<file path="src/rtl/parking_request_queue_pkg.sv">
// Shared constants, entry layout and plate validation for the parking request front-end.
package parking_pkg;

    localparam int PLATE_W = 16;
    localparam int ENTRY_W = 17;
    localparam logic [3:0] NIBBLE_MAX = 4'd9;
    localparam logic MODE_IN  = 1'b1;
    localparam logic MODE_OUT = 1'b0;

    typedef struct packed {
        logic                 mode;
        logic [PLATE_W-1:0]   plate;
    } entry_t;

    // A plate is usable when every digit is a legal BCD digit and it is not all zeros.
    function automatic logic plate_is_valid(input logic [PLATE_W-1:0] plate);
        logic ok;
        ok = (plate != '0);
        for (int unsigned i = 0; i < PLATE_W / 4; i++) begin
            if (plate[i*4 +: 4] > NIBBLE_MAX) begin
                ok = 1'b0;
            end
        end
        return ok;
    endfunction

endpackage

</file>
<file path="src/rtl/parking_request_queue_if.sv">
// Request/handshake bundle between the driver-facing inputs, the request queue and the parking core.
interface parking_request_queue_if #(
    parameter int PTR_W  = 2,
    parameter int DROP_W = 8
);
    logic [15:0]       license_plate;
    logic              in_mode;
    logic              out_mode;
    logic              leakage;
    logic              core_ready;
    logic              in_mode_internal;
    logic              out_mode_internal;
    logic [15:0]       license_plate_internal;
    logic [PTR_W:0]    queue_count;
    logic              queue_full;
    logic [DROP_W-1:0] drop_count;

    modport master (
        output license_plate, in_mode, out_mode, leakage, core_ready,
        input  in_mode_internal, out_mode_internal, license_plate_internal,
        input  queue_count, queue_full, drop_count
    );

    modport slave (
        input  license_plate, in_mode, out_mode, leakage, core_ready,
        output in_mode_internal, out_mode_internal, license_plate_internal,
        output queue_count, queue_full, drop_count
    );
endinterface

</file>
<file path="src/rtl/parking_request_queue_fifo.sv">
// Generic synchronous FIFO with asynchronous reset; also exposes the head that will be current after the next edge.
module parking_req_fifo #(
    parameter int WIDTH = 17,
    parameter int DEPTH = 4,
    parameter int PTR_W = 2
) (
    input  logic             clock,
    input  logic             reset,
    input  logic             push,
    input  logic [WIDTH-1:0] push_data,
    input  logic             pop,
    output logic [WIDTH-1:0] next_head,
    output logic             next_valid,
    output logic [PTR_W:0]   count,
    output logic             full,
    output logic             empty
);

    localparam logic [PTR_W:0] FULL_COUNT = (PTR_W + 1)'(DEPTH);
    localparam logic [PTR_W:0] ONE        = (PTR_W + 1)'(1);

    logic [WIDTH-1:0] mem [DEPTH];
    logic [PTR_W-1:0] rd_ptr;
    logic [PTR_W-1:0] wr_ptr;
    logic [PTR_W-1:0] rd_ptr_plus;
    logic             push_ok;
    logic             pop_ok;
    logic [PTR_W:0]   count_next;

    assign full        = (count == FULL_COUNT);
    assign empty       = (count == '0);
    assign pop_ok      = pop && !empty;
    assign push_ok     = push && (!full || pop_ok);
    assign count_next  = count + (push_ok ? ONE : '0) - (pop_ok ? ONE : '0);
    assign next_valid  = (count_next != '0);
    assign rd_ptr_plus = rd_ptr + PTR_W'(1);

    always_ff @(posedge clock or posedge reset) begin
        if (reset) begin
            rd_ptr <= '0;
            wr_ptr <= '0;
            count  <= '0;
        end else begin
            if (push_ok) begin
                wr_ptr <= wr_ptr + PTR_W'(1);
            end
            if (pop_ok) begin
                rd_ptr <= rd_ptr_plus;
            end
            count <= count_next;
        end
    end

    always_ff @(posedge clock) begin
        if (push_ok) begin
            mem[wr_ptr] <= push_data;
        end
    end

    // With one entry left and a pop, the incoming word has not reached mem yet, so forward it.
    always_comb begin
        next_head = '0;
        if (pop_ok) begin
            if (count > ONE) begin
                next_head = mem[rd_ptr_plus];
            end else if (push_ok) begin
                next_head = push_data;
            end
        end else if (!empty) begin
            next_head = mem[rd_ptr];
        end else if (push_ok) begin
            next_head = push_data;
        end
    end

endmodule

</file>
<file path="src/rtl/parking_request_queue.sv">
// Validates raw driver requests, queues them and presents them to the parking core one at a time.
// Optional build macro LEAK_HOLD_EN: withhold entry requests at the head while leakage is high.
module parking_request_queue #(
    parameter int DEPTH  = 4,
    parameter int PTR_W  = 2,
    parameter int DROP_W = 8
) (
    input logic                  clock,
    input logic                  reset,
    parking_request_queue_if.slave bus
);

    import parking_pkg::*;

    logic               both_strobes;
    logic               request;
    logic               plate_ok;
    logic               valid_request;
    logic               pop;
    logic               reject;
    logic               hold;
    logic               next_valid;
    logic               present;
    logic               fifo_full;
    logic               fifo_empty;
    logic [PTR_W:0]     fifo_count;
    entry_t             request_entry;
    entry_t             head_next;

    logic               in_q;
    logic               out_q;
    logic [PLATE_W-1:0] plate_q;
    logic [DROP_W-1:0]  drop_q;

    assign both_strobes  = bus.in_mode & bus.out_mode;
    assign request       = bus.in_mode ^ bus.out_mode;
    assign plate_ok      = plate_is_valid(bus.license_plate);
    assign valid_request = request && plate_ok;
    assign request_entry = '{mode: bus.in_mode, plate: bus.license_plate};
    assign pop           = (in_q | out_q) & bus.core_ready & !fifo_empty;
    assign reject        = both_strobes || (request && !plate_ok) || (valid_request && fifo_full && !pop);

    parking_req_fifo #(
        .WIDTH (ENTRY_W),
        .DEPTH (DEPTH),
        .PTR_W (PTR_W)
    ) u_fifo (
        .clock      (clock),
        .reset      (reset),
        .push       (valid_request),
        .push_data  (request_entry),
        .pop        (pop),
        .next_head  (head_next),
        .next_valid (next_valid),
        .count      (fifo_count),
        .full       (fifo_full),
        .empty      (fifo_empty)
    );

`ifdef LEAK_HOLD_EN
    assign hold = bus.leakage && (head_next.mode == MODE_IN);
`else
    logic leakage_unused;
    assign leakage_unused = bus.leakage;
    assign hold           = 1'b0;
`endif

    assign present = next_valid && !hold;

    // Outputs are loaded from the post-edge head so a fresh push shows up one cycle after sampling.
    always_ff @(posedge clock or posedge reset) begin
        if (reset) begin
            in_q    <= 1'b0;
            out_q   <= 1'b0;
            plate_q <= '0;
        end else begin
            in_q    <= present && (head_next.mode == MODE_IN);
            out_q   <= present && (head_next.mode == MODE_OUT);
            plate_q <= present ? head_next.plate : '0;
        end
    end

    always_ff @(posedge clock or posedge reset) begin
        if (reset) begin
            drop_q <= '0;
        end else if (reject && (drop_q != '1)) begin
            drop_q <= drop_q + DROP_W'(1);
        end
    end

    assign bus.in_mode_internal       = in_q;
    assign bus.out_mode_internal      = out_q;
    assign bus.license_plate_internal = plate_q;
    assign bus.queue_count            = fifo_count;
    assign bus.queue_full             = fifo_full;
    assign bus.drop_count             = drop_q;

endmodule

</file>
<file path="src/flat_wrapper.sv">
// flat-port wrapper written by rule: the top's interface ports become plain ports
module parking_request_queue_flat import parking_pkg::*;
#(
    parameter int DEPTH  = 4,
    parameter int PTR_W  = 2,
    parameter int DROP_W = 8
)
  (clock, reset, bus_license_plate, bus_in_mode, bus_out_mode, bus_leakage, bus_core_ready, bus_in_mode_internal, bus_out_mode_internal, bus_license_plate_internal, bus_queue_count, bus_queue_full, bus_drop_count);
  parking_request_queue_if #(.PTR_W(PTR_W), .DROP_W(DROP_W)) bus_i ();
  input logic clock;
  input logic reset;
  input wire logic [$bits(bus_i.license_plate)-1:0] bus_license_plate;
  input wire logic [$bits(bus_i.in_mode)-1:0] bus_in_mode;
  input wire logic [$bits(bus_i.out_mode)-1:0] bus_out_mode;
  input wire logic [$bits(bus_i.leakage)-1:0] bus_leakage;
  input wire logic [$bits(bus_i.core_ready)-1:0] bus_core_ready;
  output wire logic [$bits(bus_i.in_mode_internal)-1:0] bus_in_mode_internal;
  output wire logic [$bits(bus_i.out_mode_internal)-1:0] bus_out_mode_internal;
  output wire logic [$bits(bus_i.license_plate_internal)-1:0] bus_license_plate_internal;
  output wire logic [$bits(bus_i.queue_count)-1:0] bus_queue_count;
  output wire logic [$bits(bus_i.queue_full)-1:0] bus_queue_full;
  output wire logic [$bits(bus_i.drop_count)-1:0] bus_drop_count;
  assign bus_i.license_plate = bus_license_plate;
  assign bus_i.in_mode = bus_in_mode;
  assign bus_i.out_mode = bus_out_mode;
  assign bus_i.leakage = bus_leakage;
  assign bus_i.core_ready = bus_core_ready;
  assign bus_in_mode_internal = bus_i.in_mode_internal;
  assign bus_out_mode_internal = bus_i.out_mode_internal;
  assign bus_license_plate_internal = bus_i.license_plate_internal;
  assign bus_queue_count = bus_i.queue_count;
  assign bus_queue_full = bus_i.queue_full;
  assign bus_drop_count = bus_i.drop_count;
  parking_request_queue #(.DEPTH(DEPTH), .PTR_W(PTR_W), .DROP_W(DROP_W)) u_core (.clock(clock), .reset(reset), .bus(bus_i));
endmodule
</file>
<file path="config.mk">
export PLATFORM = sky130hd
export DESIGN_NAME = parking_request_queue_flat
export DESIGN_NICKNAME = d
export VERILOG_FILES = /design/src/rtl/parking_request_queue_pkg.sv /design/src/rtl/parking_request_queue_if.sv /design/src/rtl/parking_request_queue_fifo.sv /design/src/rtl/parking_request_queue.sv /design/src/flat_wrapper.sv
export SDC_FILE = /design/constraint.sdc
export NUM_CORES = 1
export LEC_CHECK = 0
export BUFFER_PORTS_ARGS = -buffer_cell sky130_fd_sc_hd__clkbuf_2
export CORE_ASPECT_RATIO = 1.5
export CORE_MARGIN = 2
export CORE_UTILIZATION = 40
export CTS_BUF_LIST = sky130_fd_sc_hd__clkbuf_4 sky130_fd_sc_hd__clkbuf_8
export CTS_CLUSTER_SIZE = 20
export DETAILED_ROUTE_END_ITERATION = 10
export PLACE_DENSITY = 0.58
export SLEW_MARGIN = 20
export SYNTH_ARGS = -nofsm -noshare
export SYNTH_HDL_FRONTEND = slang
export SYNTH_SLANG_ARGS = --single-unit
export TNS_END_PERCENT = 50
</file>
<file path="constraint.sdc">
create_clock -name clock -period 6.01 [get_ports clock]
set_input_delay 1.202 -clock clock [delete_from_list [all_inputs] [get_ports clock]]
set_output_delay 1.202 -clock clock [all_outputs]
set_load 0.005 [all_outputs]
</file>
==> impl_table.tex <==
\begin{tabular}{lr}
\hline
Metric & Value \\
\hline
\multicolumn{2}{l}{\textbf{GRT}} \\
\quad Global Route Usage Sum & 17.1\% \\
\quad Via count of the first global-routing pass & 3357 \\
\quad Wire length of the first global-routing pass & 17.0 mm \\
\quad Pin count of the biggest net entering global routing & 37 \\
\quad Grt total ovfl & 0 \\
\quad Initial antenna violation count & 0 \\
\multicolumn{2}{l}{\textbf{Die}} \\
\quad Num rows & 50 \\
\quad Floorplan die width & approximately 96 µm \\
\quad Number of top-level design ports & 52 \\
\quad Core footprint & 12400 µm² \\
\quad Die H & 141 µm \\
\quad Starting density of the core & 40.6\% \\
\quad Die area & 13500 µm² \\
\multicolumn{2}{l}{\textbf{Clock network}} \\
\quad Setup repair bufs after CTS & 0 \\
\quad Clock tree from TritonCTS & built \\
\quad Skew-Pair Late Insertion Delay & 0.36 ns \\
\quad CTS Buf Count & 9 \\
\quad Cell chosen for the clock root & clkbuf\_8 \\
\quad Sinks on Clock Net & 101 \\
\quad CTS clock-pin slew for the worst setup and hold paths & roughly 0.090 ns \\
\quad H-Tree Level Count & 3 \\
\quad Maximum clock path buffer count & 2 \\
\quad Cts-stage hold buffer count & 0 \\
\quad Total of cells resized after clock tree synthesis & 0 \\
\multicolumn{2}{l}{\textbf{Pwr}} \\
\quad Worst voltage drop across the vdd grid & around 180 µV \\
\quad Total power per unit cell area & between 400 and 500 nW/µm² \\
\quad Static leakage power & 0.00215 µW \\
\multicolumn{2}{l}{\textbf{Synthesis}} \\
\quad Sequential-to-total area share from yosys stat & 57.1\% \\
\quad Count of yosys warnings during synthesis & 0 \\
\quad Syn Nets & 405 \\
\quad Share of synthesized flip-flops with an asynchronous set or reset & 32.7\% \\
\quad Syn\_area\_per\_cell & between 10 and 15 µm² \\
\quad Mapped cell area & 5020 µm² \\
\quad EDFF count, synth & 68 \\
\quad Count of different cell masters after synthesis & 42 \\
\quad Most common flop cell mapped by yosys & edfxtp\_1 \\
\quad Seq cells post-synth & 101 \\
\quad Mapped Cells & 373 \\
\multicolumn{2}{l}{\textbf{Drt}} \\
\quad Remaining antenna violation count & 0 \\
\quad Uppermost routed layer & met4 \\
\quad Violation count after the first detailed-routing iteration & 196 \\
\quad Metal1 wirelength & 4.15 mm \\
\quad Routed wire per std cell & 18.8 µm \\
\quad Total number of vias & 3231 \\
\quad First-pass iteration count of the detailed router & 4 \\
\quad Total wire length & 11.0 mm \\
\quad Routed via count divided by cell count & 5.55 \\
\quad Routed length on met3 & 463 µm \\
\quad Total met2 wirelength after detailed routing & roughly 6.1 mm \\
\quad Post-detailed-route DRC marker count & 0 \\
\multicolumn{2}{l}{\textbf{Setup path}} \\
\quad Critical path launch point & bus\_license\_plate[7] \\
\quad Kind of critical path & input port to flop \\
\quad CP max FO & 18 \\
\quad Worst flop-to-flop path startpoint & u\_core.u\_fifo.count[2]\$\_DFF\_PP0\_ \\
\quad Kind of end point of the critical path & flop \\
\quad CP Data Arrival Time & 4.25 ns \\
\quad Launching element type of the critical path & input port \\
\quad WP data required & 6.24 ns \\
\quad Number of cells on the worst reg-to-reg path & 11 \\
\multicolumn{2}{l}{\textbf{STA}} \\
\quad Final Hold Vio Count & 0 \\
\quad Max frequency & 248 MHz \\
\quad Setup\_tns & 0 ns \\
\quad Final setup skew & 0.00770 ns \\
\quad Slew headroom & between 30\% and 40\% \\
\quad Tightest Pin Transition & 1.03 ns \\
\quad Fin crit share & 67.0\% \\
\quad Number of failing setup endpoints in the final timing report & 0 \\
\quad Unrepaired setup endpoints after global routing & false \\
\quad Final-report max-slew violation count & 0 \\
\quad Time the worst path needs with I/O delays and setup & 4.03 ns \\
\multicolumn{2}{l}{\textbf{Cells and area}} \\
\quad Layout cells sized above 1 & 27.2\% \\
\quad Footprint of the multi-input gates & roughly 2000 µm² \\
\quad \# diodes & 0 \\
\quad Highest-count cells in the layout ignoring fill and taps & edfxtp\_1, nor2\_1, clkbuf\_2 \\
\quad Fillers & 1123 \\
\quad Design Area, Final & 5620 µm² \\
\quad Layout overhead on the synthesized area & 11.8\% \\
\quad Most common library cell in the layout ignoring fill and taps & edfxtp\_1 \\
\quad Final \#Nets & 453 \\
\quad Reg area & 2870 µm² \\
\multicolumn{2}{l}{\textbf{Placement}} \\
\quad HPWL after detailed placement & 7.25 mm \\
\quad Placement Cell Area & $\sim$5400 µm² \\
\quad Port bufs & 50 \\
\quad Final estimated routing congestion in global placement & 0.783 \\
\multicolumn{2}{l}{\textbf{Job}} \\
\quad Max-cap violations & 0 \\
\multicolumn{2}{l}{\textbf{Worst hold path}} \\
\quad Worst Hold Launch & u\_core.bus.drop\_count[7]\$\_DFFE\_PP0P\_ \\
\quad Hold path depth & 1 \\
\quad Classification of the worst-slack hold path & flop to flop \\
\multicolumn{2}{l}{\textbf{Outcome}} \\
\quad Status & completed \\
\hline
\end{tabular}
==> flip-flops by register name, indices dropped and copies added (netlist names) <==
signal,flops
u_core.u_fifo.mem,68
u_core.bus.license_plate_internal,16
u_core.bus.drop_count,8
u_core.u_fifo.count,3
u_core.u_fifo.rd_ptr,2
u_core.u_fifo.wr_ptr,2
u_core.bus.in_mode_internal,1
u_core.bus.out_mode_internal,1
==> final timing paths <==
path | end | slack [ns]
max | u_core.bus.license_plate_internal[8]$_DFF_PP0_ | 1.98
min | u_core.bus.drop_count[7]$_DFFE_PP0P_ | 0.51
max reg2reg | u_core.bus.license_plate_internal[8]$_DFF_PP0_ | 2.83
min reg2reg | u_core.bus.drop_count[7]$_DFFE_PP0P_ | 0.51
max in group asynchronous | u_core.u_fifo.rd_ptr[0]$_DFFE_PP0P_ | 4.77
min in group asynchronous | u_core.bus.license_plate_internal[4]$_DFF_PP0_ | 0.91
==> cells in the mapped netlist (5+ instances only) <==
cell type / n / area, µm²
edfxtp_1: 68 / 2040
nor2_1: 65 / 244
mux4_2: 34 / 766
dfrtp_1: 33 / 826
inv_1: 26 / 97.6
nor4_1: 20 / 125
a21oi_1: 17 / 85.1
o21ai_0: 17 / 85.1
ha_1: 9 / 113
buf_2: 8 / 40.0
o21ai_1: 8 / 40.0
xor2_1: 8 / 70.1
and2_1: 6 / 37.5
clkbuf_1: 6 / 22.5
buf_4: 5 / 37.5
nand3_1: 5 / 25.0
==> layout make-up <==
cell class / instances / area share (%)
flip-flops and latches: 101 / 51.1
multi-input cells: 227 / 35.0
repair buffers: 56 / 5.26
well taps: 156 / 3.48
clock buffers: 12 / 2.61
inverters: 26 / 1.74
clock inverters: 4 / 0.869
==> where the power goes <==
part	leakage, µW	switching, µW	internal, µW
registers	0.00101	144	879
clock network	0.000105	225	206
logic	0.00103	595	526
total	0.00215	964	1610
==> stage by stage <==
step | total power [µW] | utilization (%) | cells | hold WS [ns] | setup slack, ns
global placement | 2130 | 43.8 | 566 | 0.485 | 1.61
global route | 2770 | 45.3 | 582 | 0.523 | 1.81
CTS | 2600 | 45.3 | 582 | 0.505 | 1.97
finish | 2570 | 45.3 | 582 | 0.505 | 1.98
floorplan | 1850 | - | 373 | 0.484 | 1.87
detailed placement | 2170 | 43.8 | 566 | 0.490 | 1.58
==> cell families after synthesis <==
logic type,share of synthesized area [%]
simple gates,12.5
buf+inv,3.93
fa+ha+maj,2.64
compound gates,6.50
mux,15.5
flops,57.1
xor+xnor,1.92
==> layer usage <==
metal | track usage (%) | up-vias
li1 | - | 1495
met1 | 19.1 | 1624
met2 | 31.0 | 93
met3 | 2.76 | 19
met4 | 8.27 | 0
met5 | 0 | -
==> critical path: stages <==
cell,delay [ns]
clkbuf_2,0.16
nor4_1,0.44
and4_1,0.55
nor4_2,0.19
inv_1,0.08
o21ai_0,0.09
ha_1,0.22
fa_1,0.37
xnor2_1,0.25
nor3_2,0.06
buf_4,0.22
nor4_1,0.41
(Power assumes the default switching activity.)
